===== config.mk =====
export PLATFORM = sky130hd
export DESIGN_NAME = fetch_unit
export DESIGN_NICKNAME = d
export VERILOG_FILES = /design/src/rtl/fetch_pkg.sv /design/src/rtl/fetch_watchdog.sv /design/src/rtl/fetch_unit.sv
export SDC_FILE = /design/constraint.sdc
export NUM_CORES = 1
export LEC_CHECK = 0
export BUFFER_PORTS_ARGS = -buffer_cell sky130_fd_sc_hd__buf_2
export CAP_MARGIN = 15
export CORE_ASPECT_RATIO = 0.7
export CORE_UTILIZATION = 45
export DETAILED_ROUTE_END_ITERATION = 10
export HOLD_SLACK_MARGIN = 0.03
export PLACE_DENSITY = 0.81
export SLEW_MARGIN = 5
export SYNTH_ARGS = -nofsm -noshare
export SYNTH_HDL_FRONTEND = slang
export SYNTH_SLANG_ARGS = --single-unit

===== constraint.sdc =====
create_clock -name clock_i -period 1.7 [get_ports clock_i]
set_clock_uncertainty 0.05 [all_clocks]
set_input_delay 0.255 -clock clock_i [delete_from_list [all_inputs] [get_ports clock_i]]
set_output_delay 0.255 -clock clock_i [all_outputs]
set_load 0.01 [all_outputs]

===== src/rtl/fetch_pkg.sv =====
// Shared fetch-stage types and default widths, also used by the sequencer and decode.
package fetch_pkg;

    localparam int unsigned DefAw      = 16;
    localparam int unsigned DefDw      = 32;
    localparam int unsigned DefResetPc = 0;

    typedef enum logic [0:0] {
        StIdle = 1'b0,
        StWait = 1'b1
    } fetch_state_e;

endpackage


===== src/rtl/fetch_watchdog.sv =====
// Fetch wait-cycle counter; present only when FETCH_TIMEOUT_EN is defined.
`ifdef FETCH_TIMEOUT_EN
module fetch_watchdog #(
    parameter int unsigned TIMEOUT = 15
) (
    input  logic clock_i,
    input  logic reset_i,
    input  logic clear_i,
    input  logic enable_i,
    output logic expired_o
);

    localparam int unsigned CW = $clog2(TIMEOUT + 1);

    logic [CW-1:0] cnt_q, cnt_d;

    always_comb begin
        cnt_d = cnt_q;
        if (clear_i) begin
            cnt_d = '0;
        end else if (enable_i && (cnt_q != CW'(TIMEOUT))) begin
            cnt_d = cnt_q + 1'b1;
        end
    end

    always_ff @(posedge clock_i) begin
        if (reset_i) begin
            cnt_q <= '0;
        end else begin
            cnt_q <= cnt_d;
        end
    end

    // Fires in the WAIT cycle whose increment would bring the count to TIMEOUT.
    assign expired_o = enable_i && (cnt_q == CW'(TIMEOUT - 1));

endmodule
`endif


===== src/rtl/fetch_unit.sv =====
// Instruction fetch stage: owns the PC, reads program memory over req/ack, loads the IR.
// Optional fetch timeout with sticky fault is enabled by defining FETCH_TIMEOUT_EN.
module fetch_unit
    import fetch_pkg::*;
#(
    parameter int unsigned AW       = DefAw,
    parameter int unsigned DW       = DefDw,
    parameter int unsigned RESET_PC = DefResetPc,
    parameter int unsigned PC_STEP  = 1,
    parameter int unsigned TIMEOUT  = 15
) (
    input  logic          clock_i,
    input  logic          reset_i,
    input  logic          fetch_req_i,
    input  logic          load_pc_i,
    input  logic [AW-1:0] pc_target_i,
    output logic          mem_rd_o,
    output logic [AW-1:0] mem_addr_o,
    input  logic          mem_ack_i,
    input  logic [DW-1:0] mem_rdata_i,
    output logic [DW-1:0] ir_o,
    output logic          ir_valid_o,
    output logic [AW-1:0] pc_o,
    output logic          busy_o,
    output logic          fault_o
);

    if (TIMEOUT == 0) begin : g_bad_timeout
        $error("fetch_unit: TIMEOUT must be at least 1");
    end

    fetch_state_e  state_q, state_d;
    logic [AW-1:0] pc_q, pc_d;
    logic [DW-1:0] ir_q, ir_d;
    logic          ir_valid_q, ir_valid_d;
    logic          mem_rd_q, mem_rd_d;
    logic [AW-1:0] mem_addr_q, mem_addr_d;
    logic          busy_q, busy_d;
    logic          pend_q, pend_d;
    logic [AW-1:0] pend_pc_q, pend_pc_d;
    logic          expired;

    always_comb begin
        state_d    = state_q;
        pc_d       = pc_q;
        ir_d       = ir_q;
        ir_valid_d = 1'b0;
        mem_rd_d   = mem_rd_q;
        mem_addr_d = mem_addr_q;
        busy_d     = busy_q;
        pend_d     = pend_q;
        pend_pc_d  = pend_pc_q;
        unique case (state_q)
            StIdle: begin
                // Stray acks in IDLE fall through untouched.
                if (fetch_req_i) begin
                    mem_addr_d = load_pc_i ? pc_target_i : pc_q;
                    mem_rd_d   = 1'b1;
                    busy_d     = 1'b1;
                    pend_d     = 1'b0;
                    state_d    = StWait;
                end
                if (load_pc_i) begin
                    pc_d = pc_target_i;
                end
            end
            StWait: begin
                if (mem_ack_i) begin
                    ir_d       = mem_rdata_i;
                    ir_valid_d = 1'b1;
                    mem_rd_d   = 1'b0;
                    busy_d     = 1'b0;
                    pend_d     = 1'b0;
                    state_d    = StIdle;
                    if (load_pc_i) begin
                        pc_d = pc_target_i;
                    end else if (pend_q) begin
                        pc_d = pend_pc_q;
                    end else begin
                        pc_d = pc_q + AW'(PC_STEP);
                    end
                end else if (expired) begin
                    mem_rd_d = 1'b0;
                    busy_d   = 1'b0;
                    pend_d   = 1'b0;
                    state_d  = StIdle;
                end else if (load_pc_i) begin
                    pend_d    = 1'b1;
                    pend_pc_d = pc_target_i;
                end
            end
            default: state_d = StIdle;
        endcase
    end

    always_ff @(posedge clock_i) begin
        if (reset_i) begin
            state_q    <= StIdle;
            pc_q       <= AW'(RESET_PC);
            ir_q       <= '0;
            ir_valid_q <= 1'b0;
            mem_rd_q   <= 1'b0;
            mem_addr_q <= AW'(RESET_PC);
            busy_q     <= 1'b0;
            pend_q     <= 1'b0;
            pend_pc_q  <= '0;
        end else begin
            state_q    <= state_d;
            pc_q       <= pc_d;
            ir_q       <= ir_d;
            ir_valid_q <= ir_valid_d;
            mem_rd_q   <= mem_rd_d;
            mem_addr_q <= mem_addr_d;
            busy_q     <= busy_d;
            pend_q     <= pend_d;
            pend_pc_q  <= pend_pc_d;
        end
    end

`ifdef FETCH_TIMEOUT_EN
    logic fault_q;

    fetch_watchdog #(
        .TIMEOUT (TIMEOUT)
    ) u_watchdog (
        .clock_i   (clock_i),
        .reset_i   (reset_i),
        .clear_i   ((state_q == StIdle) && fetch_req_i),
        .enable_i  ((state_q == StWait) && !mem_ack_i),
        .expired_o (expired)
    );

    always_ff @(posedge clock_i) begin
        if (reset_i) begin
            fault_q <= 1'b0;
        end else if ((state_q == StWait) && !mem_ack_i && expired) begin
            fault_q <= 1'b1;
        end
    end

    assign fault_o = fault_q;
`else
    assign expired = 1'b0;
    assign fault_o = 1'b0;
`endif

    assign mem_rd_o   = mem_rd_q;
    assign mem_addr_o = mem_addr_q;
    assign ir_o       = ir_q;
    assign ir_valid_o = ir_valid_q;
    assign pc_o       = pc_q;
    assign busy_o     = busy_q;

endmodule


# After elaboration in Yosys (flattened, before gate mapping)

Cells that the tools add are included.

Register bits after elaboration: 84
Bits of input ports: 53
Output and inout bits: 68

Add/sub/neg operators: 1
Equality and inequality tests: 3
Multiplexer cells: 16
Bitwise operators: 2
Reduce and logical (&&, ||, !) cells: 6

Operators with widths:

| operator                                       | number |
|---|---|
| two-way mux 16 bit                             | 4 |
| one-hot mux 16 bit (2 select lines)            | 1 |
| adder 16 x 1 -> 16 bit (second input constant) | 1 |
| two-way mux 1 bit                              | 8 |
| AND reduction 2 bit                            | 4 |
| one-hot mux 1 bit (2 select lines)             | 3 |
| != test 2 bit (second input constant)          | 2 |
| != test 3 bit (second input constant)          | 1 |
| AND reduction 3 bit                            | 1 |
| inverter 1 bit                                 | 2 |
| OR reduction 2 bit                             | 1 |

# Longest topological paths before layout

Gate-level depths: netlist of run 1.

Depth in word-level cells: 5
Depth in mapped cells: 7
Mapped depth without buffers: 6

# Worst setup path after synthesis of run 1

Ideal clock, no wire load.

Path kind: register to register
Start point: register pc_q[0], in the netlist pc_o[0]
End point: register pc_q[14], in the netlist pc_o[14]
Library setup time: 0.132 ns
Arrival: 1.452 ns
Path slack: 0.066 ns
Stages on the path, launching flop included: 6
Path buffers: 0
Cells stage by stage: dfxtp_1 -> ha_1 -> nand3_1 -> o31a_1 -> o31ai_1 -> a21oi_1

Word-level cells in the longest chain between the ends: 5

RTL lines:

| element                             | line              | RTL |
|---|---|---|
| from (decl)                         | fetch_unit.sv:33  | `logic [AW-1:0] pc_q, pc_d;` |
| from (signal assigned)              | fetch_unit.sv:99  | `pc_q <= AW'(RESET_PC);` |
| from (signal assigned)              | fetch_unit.sv:109 | `pc_q <= pc_d;` |
| adder 16 x 1 -> 16 bit              | fetch_unit.sv:80  | `pc_d = pc_q + AW'(PC_STEP);` |
| two-way mux 16 bit                  | fetch_unit.sv:77  | `end else if (pend_q) begin` |
| two-way mux 16 bit                  | fetch_unit.sv:75  | `if (load_pc_i) begin` |
| two-way mux 16 bit                  | fetch_unit.sv:68  | `if (mem_ack_i) begin` |
| one-hot mux 16 bit (2 select lines) | fetch_unit.sv:53  | `unique case (state_q)` |

Every way passes these cells. The select of a mux whose other input is x is not followed.
A chain may end at the register's enable or synchronous reset.

# Final worst setup path of run 1

Start point: register pc_q[4], in the netlist pc_o[4]
End point: register pc_q[15], in the netlist pc_o[15]

The elaborated chain is that of the path after synthesis.

==> results.json, run 1 <==
{
  "status": "completed",
  "clk_latency_ns": 0.34,
  "nFillCells": 654,
  "p_per_area_mw_per_mm2": 1057,
  "grt_usage": 0.2556,
  "swShare": 0.2638,
  "hold_violations": 0,
  "worstPathRequired_ns": 1.87,
  "p_leak_nw": 2.178,
  "synth_cell_types": 54,
  "p_comb_frac": 0.151,
  "grt-ovfl-total": 0,
  "ant_nets": 0,
  "cap_viol_max_count": 0,
  "vias": 3658,
  "finalSetupViolations": 0,
  "top_usage_layer": "met1",
  "synth_ff_type": "dfxtp_1",
  "wire_per_inst_um": 16.95,
  "ys_seq_elements": 84,
  "die_area_mm2": 0.008526,
  "ios": 121,
  "nNetsFinal": 588,
  "post-dp-hpwl_um": 7640,
  "final_layout_size_suffix_gt1_frac": 0.3414,
  "viasPerCell": 5.716,
  "grt_max_degree": 36,
  "startpoint": "pc_o[4]$_SDFFE_PP0N_",
  "cts-htree-levels": 3,
  "rsz0062_at_grt": "false",
  "worstSetupEndpointType": "flop",
  "report.final.slew_viol_count": 0,
  "period_share": 0.9611,
  "post_cts_buffers": 0,
  "antenna_found_initial": 0,
  "area_delta_synth_final_pct": 31.54,
  "seqCellArea_mm2": 0.001689,
  "drt_first_iter_violations": 392,
  "grt_pass1_wl_um": 16660,
  "grt_pass1_vias": 3330,
  "yosysSeqAreaShare": 0.4582,
  "core_area_mm2": 0.007871,
  "worstPathMaxFanout": 4,
  "drt_wl_total_um": 10850,
  "crit_arrival_ns": 1.80,
  "power_mw": 5.103,
  "postSynthCellCount": 408,
  "rr_startpoint": "pc_o[4]$_SDFFE_PP0N_",
  "cts_buffers": 9,
  "syn_nets": 462,
  "clk_path_buf_depth": 2,
  "peakVddDrop_uv": 560.6,
  "min_path_type": "input pin to flop",
  "hp-start": "mem_rdata_i[11]",
  "place_congestion": 0.9561,
  "synthArstFlopShare": 0,
  "numPortBuffers": 119,
  "synth_edf_count": 0,
  "fmax_mhz": 612.1,
  "whs_ns": 0.06834,
  "avgSynthCellArea_um2": 8.995,
  "min_period_ns": 1.634,
  "pwr-share-seq": 0.423,
  "p_clk_frac": 0.426,
  "grt_use_met3": 0.09832,
  "drc": 0,
  "placed_cells": 624,
  "p_int_mw": 3.757,
  "clkSlewWorstSetupHoldPaths_ns": 0.06,
  "clkSinkCount": 84,
  "diodes": 0,
  "die_h_um": 77.56,
  "multi_input_area_mm2": 0.001790,
  "power_switching_mw": 1.346,
  "cts_tree": "yes",
  "synth_warnings": 0,
  "critPathLaunchType": "flop",
  "setup.worst_path.class": "flop to flop",
  "fin_cells": 640,
  "initial_utilization": 0.4662,
  "met1_usage": 0.3596,
  "use_met2": 0.3588,
  "drt-pass1-iter-count": 5,
  "ctsRootBufferMaster": "clkbuf_16",
  "syn_area_mm2": 0.003670,
  "fin_setup_tns_ns": 0,
  "core.rowCount": 27,
  "die_w_um": 109.9
}
==> metrics by stage <==
step / instance area (µm²) / utilization / setup WS, ns
after floorplan: 3670 / - / 0.06578
after global placement: 4479 / 0.5691 / 0.06542
after detailed placement: 4479 / 0.5691 / 0.007245
after CTS: 4813 / 0.6115 / 0.02417
after global routing: 4827 / 0.6133 / 0.01991
final: 4827 / 0.6133 / 0.06620
==> kinds of logic after synthesis <==
logic type | share of synthesized area
simple gates | 0.1698
compound gates | 0.2472
flops | 0.4582
buf+inv | 0.05830
mux | 0.03818
xor+xnor | 0.02387
fa+ha+maj | 0.003409
other cells | 0.001022
==> path summary, 6_finish.rpt <==
check	cells after the start	slack (ns)	to
worst max-delay path	5	0.07	pc_o[15]$_SDFFE_PP0N_
worst min-delay path	2	0.07	ir_o[11]$_SDFFE_PP0P_
worst max register to register	5	0.07	pc_o[15]$_SDFFE_PP0N_
worst min register to register	2	0.41	pend_pc_q[9]$_SDFFE_PP0P_
==> timing repair <==
action	4_1_cts	5_1_grt
endpoints found under the setup margin	2	5
gates cloned	0	0
resized for setup	1	6
hold buffers	0	0
==> cell usage after synthesis, types with 2 or more instances <==
library cell | n | share of area
nor2_1 | 37 | 0.038
nor3_1 | 7 | 0.0095
a22o_1 | 32 | 0.076
a311oi_1 | 6 | 0.014
nor2b_1 | 4 | 0.0068
buf_2 | 8 | 0.011
inv_1 | 4 | 0.0041
buf_4 | 5 | 0.010
and4_2 | 2 | 0.0055
xnor2_1 | 6 | 0.014
buf_6 | 4 | 0.012
a21oi_1 | 23 | 0.031
o211ai_1 | 4 | 0.0082
nor4_1 | 2 | 0.0034
clkbuf_1 | 17 | 0.017
dfxtp_1 | 84 | 0.46
nand3b_1 | 2 | 0.0041
mux2i_1 | 14 | 0.038
nand4_1 | 3 | 0.0051
a221oi_1 | 2 | 0.0048
o21ai_0 | 10 | 0.014
nand3_1 | 7 | 0.0095
xor2_1 | 4 | 0.0095
o221ai_1 | 2 | 0.0048
a22oi_1 | 8 | 0.016
a211oi_1 | 16 | 0.033
o21a_1 | 2 | 0.0041
o22ai_1 | 7 | 0.012
nand2b_1 | 4 | 0.0068
and3_1 | 2 | 0.0034
nand2_1 | 57 | 0.058
==> layer usage <==
| layer | up-vias | share of wire |
|---|---|---|
| li1 | 1740 | - |
| met1 | 1692 | 0.45 |
| met2 | 208 | 0.43 |
| met3 | 18 | 0.10 |
| met4 | 0 | 0.014 |
| met5 | - | 0 |
==> final cells by class <==
cell class | instances | share of cell area
clock inverter | 6 | 0.01944
inverter | 4 | 0.003110
multi-input combinational | 284 | 0.3709
clock buffer | 10 | 0.04951
timing repair buffer | 151 | 0.1809
tap | 101 | 0.02618
sequential | 84 | 0.3499
==> critical path, cell delays in order (launching register included) <==
cell and delay (ns):
dfxtp_1 0.37, nand4_2 0.21, nor4_4 0.39, and4_2 0.28, o211a_1 0.14, o22ai_1 0.08
==> power groups by stage <==
stage	logic (mW)	registers, mW	clock network [mW]
finish	0.770	2.16	2.18
global route	0.828	2.17	2.29
CTS	0.759	2.16	2.20
detailed placement	0.750	2.20	0
global placement	0.734	2.19	0
floorplan	0.369	2.25	0
==> cells in the final DEF, fill, tap and decap left out, types with 2 or more instances in the layout <==
master,Yosys,layout
o22ai_1,7,7
a21oi_1,23,22
nand4_1,3,3
inv_6,0,3
nor2_1,37,36
clkbuf_16,0,9
o221ai_1,2,2
nand2b_1,4,4
xnor2_1,6,6
bufinv_16,0,2
nor4_1,2,2
o211ai_1,4,4
nand3b_1,2,2
o21a_1,2,2
a22o_1,32,32
a311oi_1,6,6
buf_4,5,29
xor2_1,4,4
mux2i_1,14,14
dfxtp_2,0,3
o21ai_0,10,10
a211oi_1,16,16
a22oi_1,8,8
nor3_1,7,6
buf_2,8,119
nand3_1,7,7
and3_1,2,2
nor2b_1,4,3
a221oi_1,2,2
buf_12,0,3
and4_2,2,2
dfxtp_1,84,80
inv_1,4,4
nand2_1,57,57
==> flip-flops by register name, summed over array words and instances (netlist names) <==
register,cells
pend_pc_q,16
ir_valid_o,1
busy_o,1
pend_q,1
ir_o,32
pc_o,16
state_q,1
mem_addr_o,16
(Power assumes the default switching activity.)
==> run 2, diff against run 1 <==
--- a/config.mk
+++ b/config.mk
@@ -12,6 +12,7 @@
 export DETAILED_ROUTE_END_ITERATION = 10
 export HOLD_SLACK_MARGIN = 0.03
 export PLACE_DENSITY = 0.81
+export RECOVER_POWER = 100
 export SLEW_MARGIN = 5
 export SYNTH_ARGS = -nofsm -noshare
 export SYNTH_HDL_FRONTEND = slang
==> run 2 against run 1 <==
Critical endpoint is now pc_o[14]$_SDFFE_PP0N_. Via count grew 0.30%. Register-to-register slack lost 0.05 ns. First-iteration DRC count shrank 2.0%. Setup slack lost 0.046 ns. Clock-buffer cell count is the same.
==> results.json, run 2 (synthesized netlist as in run 1, its figures left out) <==
{
  "clkSlewWorstSetupHoldPaths_ns": 0.06,
  "antenna_found_initial": 0,
  "diodes": 0,
  "grt_max_degree": 36,
  "period_share": 0.9882,
  "grt_usage": 0.2556,
  "post_cts_buffers": 0,
  "clk_latency_ns": 0.34,
  "rsz0062_at_grt": "false",
  "critical_path.top_delay_family": "compound AO/OA/AOI/OAI gates",
  "clk_path_buf_depth": 2,
  "peakVddDrop_uv": 557.9,
  "die_w_um": 109.9,
  "ios": 121,
  "drt_first_iter_violations": 384,
  "p_comb_frac": 0.146,
  "drt_wl_total_um": 10910,
  "wire_per_inst_um": 17.04,
  "worstPathRequired_ns": 1.86,
  "slowest_stage": "dfxtp_1",
  "finalSetupViolations": 0,
  "cts-htree-levels": 3,
  "cts_buffers": 9,
  "pwr-share-seq": 0.426,
  "cap_viol_max_count": 0,
  "post-dp-hpwl_um": 7640,
  "p_leak_nw": 1.928,
  "stdcell_area_mm2": 0.004723,
  "clkSinkCount": 84,
  "drt-pass1-iter-count": 5,
  "area_delta_synth_final_pct": 28.71,
  "critPathLaunchType": "flop",
  "placed_cells": 624,
  "cts_hold_buf": 0,
  "nNetsFinal": 588,
  "crit_arrival_ns": 1.84,
  "vias": 3669,
  "largest_register_ffs": 32,
  "grt_pass1_vias": 3330,
  "numPortBuffers": 119,
  "setup_slack_ns": 0.02013,
  "ctsRootBufferMaster": "clkbuf_16",
  "p_per_area_mw_per_mm2": 1074,
  "report.final.slew_viol_count": 0,
  "min_path_type": "input pin to flop",
  "crit_buf_inv": 0,
  "worstSetupEndpointType": "flop",
  "post_dp_cell_area_mm2": 0.004479,
  "die_area_mm2": 0.008526,
  "post-place-ws_ns": 0.007245,
  "swShare": 0.2659,
  "fmax_mhz": 595.3,
  "min_period_ns": 1.680,
  "slowest_delay_ns": 0.37,
  "final_layout_size_suffix_gt1_frac": 0.2245,
  "viasPerCell": 5.733,
  "ant_nets": 0,
  "setup.worst_path.class": "flop to flop",
  "final_common_cell": "dfxtp_1",
  "worstPathMaxFanout": 4,
  "drc": 0,
  "hold_violations": 0,
  "fin_setup_tns_ns": 0,
  "cts_tree": "yes",
  "initial_utilization": 0.4662,
  "power_switching_mw": 1.349,
  "die_h_um": 77.56,
  "core.rowCount": 27,
  "place_congestion": 0.9561,
  "path_cells": "and4_2 -> nand3_1 -> o31a_1 -> o31ai_1 -> a21oi_1",
  "core_area_mm2": 0.007871,
  "grt-ovfl-total": 0,
  "status": "completed",
  "p_int_mw": 3.725,
  "final_cell_mix": "dfxtp_1, buf_2, clkbuf_1",
  "fin_cells": 640,
  "grt_pass1_wl_um": 16660,
  "p_clk_frac": 0.429,
  "r2r_setup_slack_ns": 0.02
}
[run 2: cell count changes in the layout (fill, tap and decap cells not counted), sizes merged]
| cell | previous run | this run |
|---|---|---|
| buf | 151 | 89 |
| clkbuf | 10 | 72 |
[run 2: repair_timing]
item / in CTS / in global routing
gates cloned: 0 / 0
endpoints found under the setup margin: 2 / 5
gates resized for setup: 1 / 6
pin swaps: 0 / 0
[run 2: worst paths after layout]
path,end,depth (start not counted),from
setup / recovery,pc_o[14]$_SDFFE_PP0N_,5,pc_o[4]$_SDFFE_PP0N_
hold / removal,ir_o[11]$_SDFFE_PP0P_,2,mem_rdata_i[11]
setup reg to reg,pc_o[14]$_SDFFE_PP0N_,5,pc_o[4]$_SDFFE_PP0N_
hold reg to reg,pend_pc_q[9]$_SDFFE_PP0P_,2,pend_pc_q[9]$_SDFFE_PP0P_
[run 2: final cells by class]
class	instances	area, µm²
Fill cell	689	3148
Multi-Input combinational cell	284	1783
Sequential cell	84	1689
Timing Repair Buffer	151	777.0
Clock buffer	10	239.0
Tap cell	101	126.4
Clock inverter	6	93.84
Inverter	4	15.01
[run 2: metrics by stage]
| step | utilization | hold slack, ns | power [mW] |
|---|---|---|---|
| 6_report | 0.6001 | 0.06792 | 5.074 |
| 3_5_place_dp | 0.5691 | 0.3949 | 2.947 |
| 2_1_floorplan | - | 0.3152 | 2.614 |
| 5_1_grt | 0.6001 | 0.06383 | 5.259 |
| 4_1_cts | 0.6115 | 0.06151 | 5.115 |
| 3_3_place_gp | 0.5691 | 0.3914 | 2.924 |
[run 2: power by group through the flow]
| stage | clock [mW] | combinational (mW) | sequential [mW] |
|---|---|---|---|
| detailed placement | 0 | 0.750 | 2.20 |
| CTS | 2.20 | 0.759 | 2.16 |
| floorplan | 0 | 0.369 | 2.25 |
| global placement | 0 | 0.734 | 2.19 |
| finish | 2.18 | 0.739 | 2.16 |
| global route | 2.29 | 0.796 | 2.17 |
[run 2: layer usage]
metal	track usage	routed length (µm)	up-vias	part of all wire
met1	0.3596	4985	1695	0.46
met5	0	0	-	0
met4	0.07200	153	0	0.014
met3	0.09832	1115	21	0.10
li1	-	-	1739	-
met2	0.3588	4654	214	0.43
==> run 3, diff against run 2 <==
--- a/config.mk
+++ b/config.mk
@@ -5,13 +5,13 @@
 export SDC_FILE = /design/constraint.sdc
 export NUM_CORES = 1
 export LEC_CHECK = 0
-export BUFFER_PORTS_ARGS = -buffer_cell sky130_fd_sc_hd__buf_2
 export CAP_MARGIN = 15
 export CORE_ASPECT_RATIO = 0.7
-export CORE_UTILIZATION = 45
+export CORE_UTILIZATION = 50
 export DETAILED_ROUTE_END_ITERATION = 10
+export DONT_BUFFER_PORTS = 1
 export HOLD_SLACK_MARGIN = 0.03
-export PLACE_DENSITY = 0.81
+export PLACE_DENSITY = 0.71
 export RECOVER_POWER = 100
 export SLEW_MARGIN = 5
 export SYNTH_ARGS = -nofsm -noshare
==> constraint.sdc (replaced) <==
create_clock -name clock_i -period 1.9 [get_ports clock_i]
set_clock_uncertainty 0.05 [all_clocks]
set_input_delay 0.285 -clock clock_i [delete_from_list [all_inputs] [get_ports clock_i]]
set_output_delay 0.285 -clock clock_i [all_outputs]
set_load 0.01 [all_outputs]
==> run 3 against run 2 <==
Maximum frequency down 5.3%. Register-to-register slack improved by 0.11 ns. Sequential cell count is the same. Routed wire length grew 0.17%. Critical path type unchanged.
==> results.json, run 3 (synthesized netlist as in run 1, its figures left out) <==
{
  "cts_buffers": 9,
  "worstSetupEndpointType": "flop",
  "place_congestion": 0.9066,
  "die_w_um": 104.4,
  "grt_pass1_wl_um": 16640,
  "ctsRootBufferMaster": "clkbuf_8",
  "grt_pass1_vias": 3030,
  "finalSetupViolations": 0,
  "grt-ovfl-total": 0,
  "met1_usage": 0.4169,
  "period_share": 0.9333,
  "vias": 3389,
  "grt_usage": 0.2874,
  "fin_setup_tns_ns": 0,
  "largest_register_ffs": 32,
  "antenna_found_initial": 0,
  "drc": 0,
  "diodes": 0,
  "die_area_mm2": 0.007691,
  "grt_use_met3": 0.09228,
  "area_delta_synth_final_pct": 21.34,
  "peakVddDrop_uv": 453.3,
  "p_per_area_mw_per_mm2": 862.1,
  "use_met2": 0.4062,
  "rsz0062_at_grt": "false",
  "p_leak_nw": 1.673,
  "numPortBuffers": 0,
  "initial_utilization": 0.5309,
  "critPathLaunchType": "flop",
  "rr_startpoint": "pc_o[6]$_SDFFE_PP0N_",
  "post-dp-hpwl_um": 7218,
  "wire_per_inst_um": 19.51,
  "clkSinkCount": 84,
  "cts_tree": "yes",
  "worstPathMaxFanout": 8,
  "crit_arrival_ns": 1.96,
  "worst_slew_pin_slew_ns": 0.5301,
  "final_layout_size_suffix_gt1_frac": 0.08155,
  "viasPerCell": 6.052,
  "post-place-ws_ns": 0.1928,
  "top_usage_layer": "met1",
  "drt_first_iter_violations": 297,
  "cts-htree-levels": 3,
  "min_path_type": "input pin to flop",
  "setup.worst_path.class": "flop to flop",
  "status": "completed",
  "worstPathRequired_ns": 2.09,
  "core.rowCount": 25,
  "relSlewSlack": 0.6465,
  "clk_latency_ns": 0.35,
  "cap_viol_max_count": 0,
  "final_common_cell": "dfxtp_1",
  "post_cts_buffers": 0,
  "fmax_mhz": 563.9,
  "nNetsFinal": 515,
  "grt_max_degree": 49,
  "hp-start": "pc_target_i[7]",
  "clkSlewWorstSetupHoldPaths_ns": 0.09,
  "report.final.slew_viol_count": 0,
  "r2r_end": "pc_o[14]$_SDFFE_PP0N_",
  "setup_slack_ns": 0.1266,
  "r2r_setup_slack_ns": 0.13,
  "hold-path-cell-count": 2,
  "hold_violations": 0,
  "clk_path_buf_depth": 2,
  "nFillCells": 604,
  "ios": 121,
  "final_cell_mix": "dfxtp_1, nand2_1, dlygate4sd3_1",
  "drt-pass1-iter-count": 6,
  "hold_path_end": "pend_pc_q[7]$_SDFFE_PP0P_",
  "drt_wl_total_um": 10930,
  "core_area_mm2": 0.006913,
  "min_period_ns": 1.773,
  "ant_nets": 0,
  "die_h_um": 73.68,
  "whs_ns": 0.04709,
  "worstRegToRegCells": 5
}
==> run 3: cell types whose count changed in the layout (fill, tap and decap cells not counted), sizes merged, moves of 3 or more <==
cell         change
dlygate4sd3     +48
buf             -76
clkbuf          -45
clkinv           +3
==> run 3: layer usage <==
layer	routed length [µm]	vias up
li1	-	1589
met2	4734	174
met3	1054	6
met5	0	-
met4	52	0
met1	5085	1620
==> run 3: worst max-delay path by stage <==
stage / from / to / cells after the start
after detailed placement: pc_o[0]$_SDFFE_PP0N_ / pc_o[14]$_SDFFE_PP0N_ / 5
after global routing: pc_o[4]$_SDFFE_PP0N_ / pc_o[15]$_SDFFE_PP0N_ / 5
after CTS: pc_o[0]$_SDFFE_PP0N_ / pc_o[14]$_SDFFE_PP0N_ / 5
final: pc_o[6]$_SDFFE_PP0N_ / pc_o[14]$_SDFFE_PP0N_ / 5
after global placement: pc_o[0]$_SDFFE_PP0N_ / pc_o[14]$_SDFFE_PP0N_ / 5
after floorplan: pc_o[0]$_SDFFE_PP0N_ / pc_o[14]$_SDFFE_PP0N_ / 5
==> run 3: cell type report <==
class	count	area (µm²)	share of cell area
repair buffers	78	671.9	0.1509
well taps	94	117.6	0.02641
multi-input cells	284	1759	0.3951
inverters	4	15.01	0.003372
clock inverters	6	70.07	0.01573
flip-flops and latches	84	1682	0.3776
clock buffers	10	137.6	0.03091
==> run 3: what timing repair did <==
item	CTS	global route
hold buffers	49	0
hold endpoints to repair	81	0
gates resized for setup	0	0
==> run 3: critical path, stage by stage (launching register included) <==
cell	delay (ns)
dfxtp_1	0.37
clkbuf_1	0.37
nand3_1	0.25
o31a_1	0.33
o31ai_1	0.20
a21oi_1	0.10
==> run 3: where the power goes <==
group	switching, mW	internal (mW)
Sequential	0.112	1.86
Combinational	0.291	0.242
Clock	0.680	0.656
Total	1.08	2.76
==> run 3: metrics by stage <==
step / power [mW] / cells / instance area, µm² / util
3_5_place_dp: 2.461 / 495 / 3840 / 0.5555
3_3_place_gp: 2.452 / 495 / 3840 / 0.5555
6_report: 3.839 / 560 / 4453 / 0.6442
2_1_floorplan: 2.339 / 408 / 3670 / -
4_1_cts: 3.882 / 560 / 4548 / 0.6579
5_1_grt: 3.997 / 560 / 4453 / 0.6442
